<file path="config.mk">
export PLATFORM = sky130hd
export DESIGN_NAME = cs_round_key_seq
export DESIGN_NICKNAME = d
export VERILOG_FILES = /design/src/rtl/cs_key_pkg.sv /design/src/rtl/cs_rk_mux.sv /design/src/rtl/cs_round_key_seq.sv
export SDC_FILE = /design/constraint.sdc
export NUM_CORES = 2
export LEC_CHECK = 0
export BUFFER_PORTS_ARGS = -buffer_cell sky130_fd_sc_hd__buf_2
export CAP_MARGIN = 10
export CORE_MARGIN = 2
export CORE_UTILIZATION = 23
export CTS_CLUSTER_SIZE = 10
export DETAILED_ROUTE_END_ITERATION = 6
export GPL_ROUTABILITY_DRIVEN = 0
export PLACE_DENSITY = 0.39
export SLEW_MARGIN = 5
export SYNTH_ARGS = -nofsm -noshare
export SYNTH_HDL_FRONTEND = slang
export SYNTH_SLANG_ARGS = --single-unit
</file>
<file path="constraint.sdc">
create_clock -name clk -period 2.1 [get_ports clk]
set_input_delay 0.315 -clock clk [delete_from_list [all_inputs] [get_ports clk]]
set_output_delay 0.315 -clock clk [all_outputs]
set_load 0.03 [all_outputs]
</file>
<file path="src/rtl/cs_key_pkg.sv">
// cs_key_pkg: shared widths, vector types and FSM states for the CS-cipher round-key sequencer.
package cs_key_pkg;
  localparam int KEY_W = 64;
  localparam int NUM_KEYS = 9;
  localparam int IDX_W = 4;
  typedef logic [KEY_W-1:0] subkey_t;
  typedef logic [KEY_W*NUM_KEYS-1:0] rk_vec_t;
  typedef enum logic [1:0] {EMPTY, LOADED, STREAM} rks_state_t;
endpackage

</file>
<file path="src/rtl/cs_rk_mux.sv">
// cs_rk_mux: combinational subkey selector.
//   keys   - packed key set, subkey i at keys[i*KEY_W +: KEY_W]
//   idx    - subkey index (0..NUM_KEYS-1)
//   subkey - selected subkey
module cs_rk_mux
  import cs_key_pkg::*;
(
  input  logic [KEY_W*NUM_KEYS-1:0] keys,
  input  logic [IDX_W-1:0]          idx,
  output logic [KEY_W-1:0]          subkey
);
  assign subkey = keys[idx*KEY_W +: KEY_W];
endmodule

</file>
<file path="src/rtl/cs_round_key_seq.sv">
// cs_round_key_seq: captures a 9-subkey set from the key schedule and streams it per round.
//   keys_ready/round_keys   - key-schedule done level and key vector (captured on 0->1)
//   key_invalidate          - discards active and pending keys, aborts a running pass
//   pass_start/dir          - start a pass; dir 0 = k0..k8, 1 = k8..k0
//   subkey_out/idx/valid    - streamed subkey, handshaked with subkey_ready
//   pass_done/pass_abort/err_no_key - single-cycle status pulses
//   keys_loaded/busy        - key set held / pass in progress
// Optional: CS_KEY_ZEROIZE_EN zeroes subkey_out while invalid and clears buffers on invalidate.
module cs_round_key_seq
  import cs_key_pkg::*;
(
  input  logic                      clk,
  input  logic                      rst_n,
  input  logic                      keys_ready,
  input  logic [KEY_W*NUM_KEYS-1:0] round_keys,
  input  logic                      key_invalidate,
  input  logic                      pass_start,
  input  logic                      dir,
  output logic [KEY_W-1:0]          subkey_out,
  output logic [IDX_W-1:0]          subkey_idx,
  output logic                      subkey_valid,
  input  logic                      subkey_ready,
  output logic                      pass_done,
  output logic                      pass_abort,
  output logic                      err_no_key,
  output logic                      keys_loaded,
  output logic                      busy
);
  localparam logic [IDX_W-1:0] LAST = IDX_W'(NUM_KEYS - 1);
  rks_state_t state;
  rk_vec_t active, pending;
  logic pending_vld, kr_q, dir_q;
  logic [IDX_W-1:0] idx;
  subkey_t sel;
  wire capture = keys_ready && !kr_q;
  // terminal index depends on direction, so idx never steps outside 0..NUM_KEYS-1
  wire last = dir_q ? (idx == '0) : (idx == LAST);

  cs_rk_mux u_mux (.keys(active), .idx(idx), .subkey(sel));

  assign busy = state == STREAM;
  assign subkey_valid = busy;
  assign keys_loaded = state != EMPTY;
  assign subkey_idx = idx;
`ifdef CS_KEY_ZEROIZE_EN
  assign subkey_out = subkey_valid ? sel : '0;
`else
  assign subkey_out = sel;
`endif

  always_ff @(posedge clk or negedge rst_n)
    if (!rst_n) begin
      state <= EMPTY;
      active <= '0;
      pending <= '0;
      pending_vld <= 1'b0;
      kr_q <= 1'b0;
      idx <= '0;
      dir_q <= 1'b0;
      pass_done <= 1'b0;
      pass_abort <= 1'b0;
      err_no_key <= 1'b0;
    end else begin
      kr_q <= keys_ready;
      pass_done <= 1'b0;
      pass_abort <= 1'b0;
      err_no_key <= 1'b0;
      if (key_invalidate) begin
        state <= EMPTY;
        pending_vld <= 1'b0;
        pass_abort <= state == STREAM;
`ifdef CS_KEY_ZEROIZE_EN
        active <= '0;
        pending <= '0;
`endif
      end else begin
        case (state)
          EMPTY: begin
            if (capture) begin
              active <= round_keys;
              state <= LOADED;
            end
            err_no_key <= pass_start;
          end
          LOADED: begin
            if (capture) active <= round_keys;
            if (pass_start) begin
              dir_q <= dir;
              idx <= dir ? LAST : '0;
              state <= STREAM;
            end
          end
          STREAM: begin
            if (capture) begin
              pending <= round_keys;
              pending_vld <= 1'b1;
            end
            if (subkey_ready) begin
              if (last) begin
                pass_done <= 1'b1;
                state <= LOADED;
                pending_vld <= 1'b0;
                // a capture on the final transfer is newer than anything already pending
                if (capture) active <= round_keys;
                else if (pending_vld) active <= pending;
              end else begin
                idx <= dir_q ? idx - 1'b1 : idx + 1'b1;
              end
            end
          end
          default: state <= EMPTY;
        endcase
      end
    end
endmodule

</file>
==> metrics <==
status=finished with violations; failing checks=negative setup slack; Final Worst Setup Slack=-1.10 ns; gr usage total=~16%; Core Footprint=between 200000 and 250000 µm²; Synth warnings=0; wire length of the first global-routing pass=between 200000 and 300000 µm; clk buf depth=3; vias=around 35000; flops & latches, synth=roughly 1200; setup tns final=-288.43 ns; Die Ht=about 500 µm; full die area=between 200000 and 300000 µm²; Clock transition at path regs=roughly 0.060 ns; Gate Count Post-Synth=3513; Final Hold Vio Count=0; P_leak=35.8 nW; largest net degree at the start of global routing=96; Post-Syn Nets=4099; Die W=approximately 500 µm; share of flip-flops with an asynchronous set or reset=100%; vias in the first global route=around 39000; worst hold path class=in -> reg; unrepaired setup endpoints after global routing=yes; Remaining DRCs=0; initial antenna violation count=56; peak supply drop=just over 0.001 V; fillers=about 24000; Setup crit end kind=output port; # setup viols final=1021; Tcrit/Tclk final=153%; cell row count=182; Reg area=29100 µm²; count of cell types in the netlist=between 40 and 50; Tot Pwr=between 80 and 90 mW; max-slew violation count=0; clock skew=roughly 0.032 ns; WHS=between 0.2 and 0.3 ns; Num Clock Sinks=1164; initial DRC count=about 1300; maximum clock frequency=around 310 MHz; Post-Route WL=between 150000 and 200000 µm; Least-Margin Pin Slew=about 0.82 ns; H-tree lvl count=4; pwr/cell area=1050 nW/µm²; antenna viol nets, final=0; leading register cell type out of synthesis=dfrtp_1; I/O pin count=approximately 660; vias per cell=between 4 and 5; CP arrival=~2.9 ns; relative max-transition margin=a little under half; Mapped Area=between 50000 and 60000 µm²; Initial Utilization=roughly 23%; routed len/inst=between 20 and 25 µm; Inserted Clock Buffers=154; critical path class=reg -> out; Root Driver=clkbuf_16; area of the multi-input gates=approximately 26000 µm²; type of origin of the critical path=flip-flop; Clock Latency Late Sink=0.82 ns; Max-cap violations=0; layout cells sized above 1=between 60% and 70%; crit path max fanout=10; min Tclk post-route=approximately 3.2 ns; # port buffers=656; Post-synth EDFFs=0; CTS tree=done; remaining global-route overflow=0; P&R area growth vs syn=40.3%; Initial DRT Pass Iterations=4; required time worst endpoint=about 1.8 ns; sequential element share of the synthesized area=51.0%; Avg Inst Size Synth=around 16 µm²; DP Wirelength=140000 µm; final net count=5621
-- what timing repair did --
item | 4_1_cts | 5_1_grt
endpoints found under the setup margin | 1131 | 1201
setup buffers | 42 | 34
endpoints found under the hold margin | 2032 | 0
resized for setup | 168 | 136
pin swaps | 12 | 19
hold buffers | 584 | 0
gates cloned | 32 | 16
-- flip-flops by register name (all words and copies together), names as in the netlist, 2 cells and up --
| name | flops |
|---|---|
| active | 576 |
| state | 2 |
| pending | 576 |
| subkey_idx | 4 |
-- cells in the final DEF, fill, tap and decap left out, types with 69 or more instances in the layout --
master / n
mux4_2: 128
buf_12: 129
buf_4: 151
mux2_2: 1142
buf_6: 69
mux2_4: 540
dlygate4sd3_1: 584
buf_2: 594
dfrtp_1: 1160
clkbuf_16: 170
-- synth_stat cells, types with 2 or more instances --
cell type | instances | area share (%)
mux2_2 | 1182 | 23
mux2_1 | 49 | 0.97
mux2i_1 | 65 | 1.1
inv_1 | 4 | 0.026
mux4_2 | 128 | 5.1
mux2_4 | 500 | 13
buf_12 | 55 | 1.9
nand3_1 | 2 | 0.018
dfrtp_1 | 1164 | 51
o21ai_0 | 64 | 0.56
buf_6 | 6 | 0.12
buf_1 | 5 | 0.033
a2111oi_0 | 2 | 0.031
nor2_1 | 6 | 0.039
ha_1 | 2 | 0.044
clkbuf_1 | 33 | 0.22
nand2_1 | 66 | 0.43
buf_4 | 23 | 0.30
a21oi_1 | 5 | 0.044
buf_2 | 121 | 1.1
and2_1 | 3 | 0.033
-- cell type report --
cell class                 instances  area share (%)
clock inverter                    35           0.639
inverter                           5          0.0234
clock buffer                     231            5.59
antenna                           29          0.0906
sequential                      1164            36.4
multi-input combinational       2100            32.9
tap                             3312            5.18
timing repair buffer            1610            19.2
-- path summary, 6_finish.rpt --
check / slack (ns) / cells after the start / startpoint / endpoint
min in group asynchronous: 0.29 / 3 / rst_n / pending[14]$_DFFE_PN0P_
max in group asynchronous: 0.51 / 3 / rst_n / subkey_idx[1]$_DFFE_PN0P_
worst min register to register: 0.48 / 1 / pending[83]$_DFFE_PN0P_ / pending[83]$_DFFE_PN0P_
worst max-delay path: -1.10 / 7 / subkey_idx[0]$_DFFE_PN0P_ / subkey_out[46]
worst min-delay path: 0.27 / 3 / round_keys[58] / pending[58]$_DFFE_PN0P_
worst max register to register: -0.49 / 12 / subkey_idx[0]$_DFFE_PN0P_ / active[368]$_DFFE_PN0P_
-- layer usage --
metal / wire [µm] / GRT usage [%] / up-vias
li1: - / - / 16100
met1: 83900 / 19.1 / 18200
met2: 101000 / 27.3 / 712
met3: 8830 / 3.27 / 274
met4: 4810 / 3.90 / 52
met5: 327 / 0 / -
-- stage by stage --
stage,cell area (µm²),setup WS (ns),std cells,util [%]
5_1_grt,80000,-1.24,8469,32.5
4_1_cts,79000,-1.26,8415,32.0
6_report,80100,-1.10,8486,32.5
3_3_place_gp,66100,-0.437,7491,26.8
2_1_floorplan,57400,0.0130,3513,-
3_5_place_dp,66100,-0.439,7491,26.8
-- power breakdown --
group | switching [mW] | leakage (nW) | internal, mW
clock | 11.0 | 2.42 | 15.3
sequential | 2.90 | 14.7 | 27.7
combinational | 12.6 | 18.6 | 14.8
-- cells by family after synthesis --
| family | Yosys count | synth area share [%] |
|---|---|---|
| DFF | 1164 | 51.0 |
| and+or+nand+nor | 92 | 0.743 |
| xor gates and xnor gates | 2 | 0.0439 |
| adders and majority gates | 3 | 0.0789 |
| AOI/OAI and AO/OA | 79 | 0.746 |
| buffers and inverters | 249 | 3.70 |
| muxes | 1924 | 43.6 |
-- critical path, stage by stage, from the launching register on --
cell,delay [ns]
dfrtp_4,0.41
buf_12,0.17
buf_12,0.17
buf_16,0.17
mux4_2,0.59
mux2i_2,0.23
o21ai_2,0.09
buf_2,0.20
Note: power is estimated with default switching activity, not from simulation.
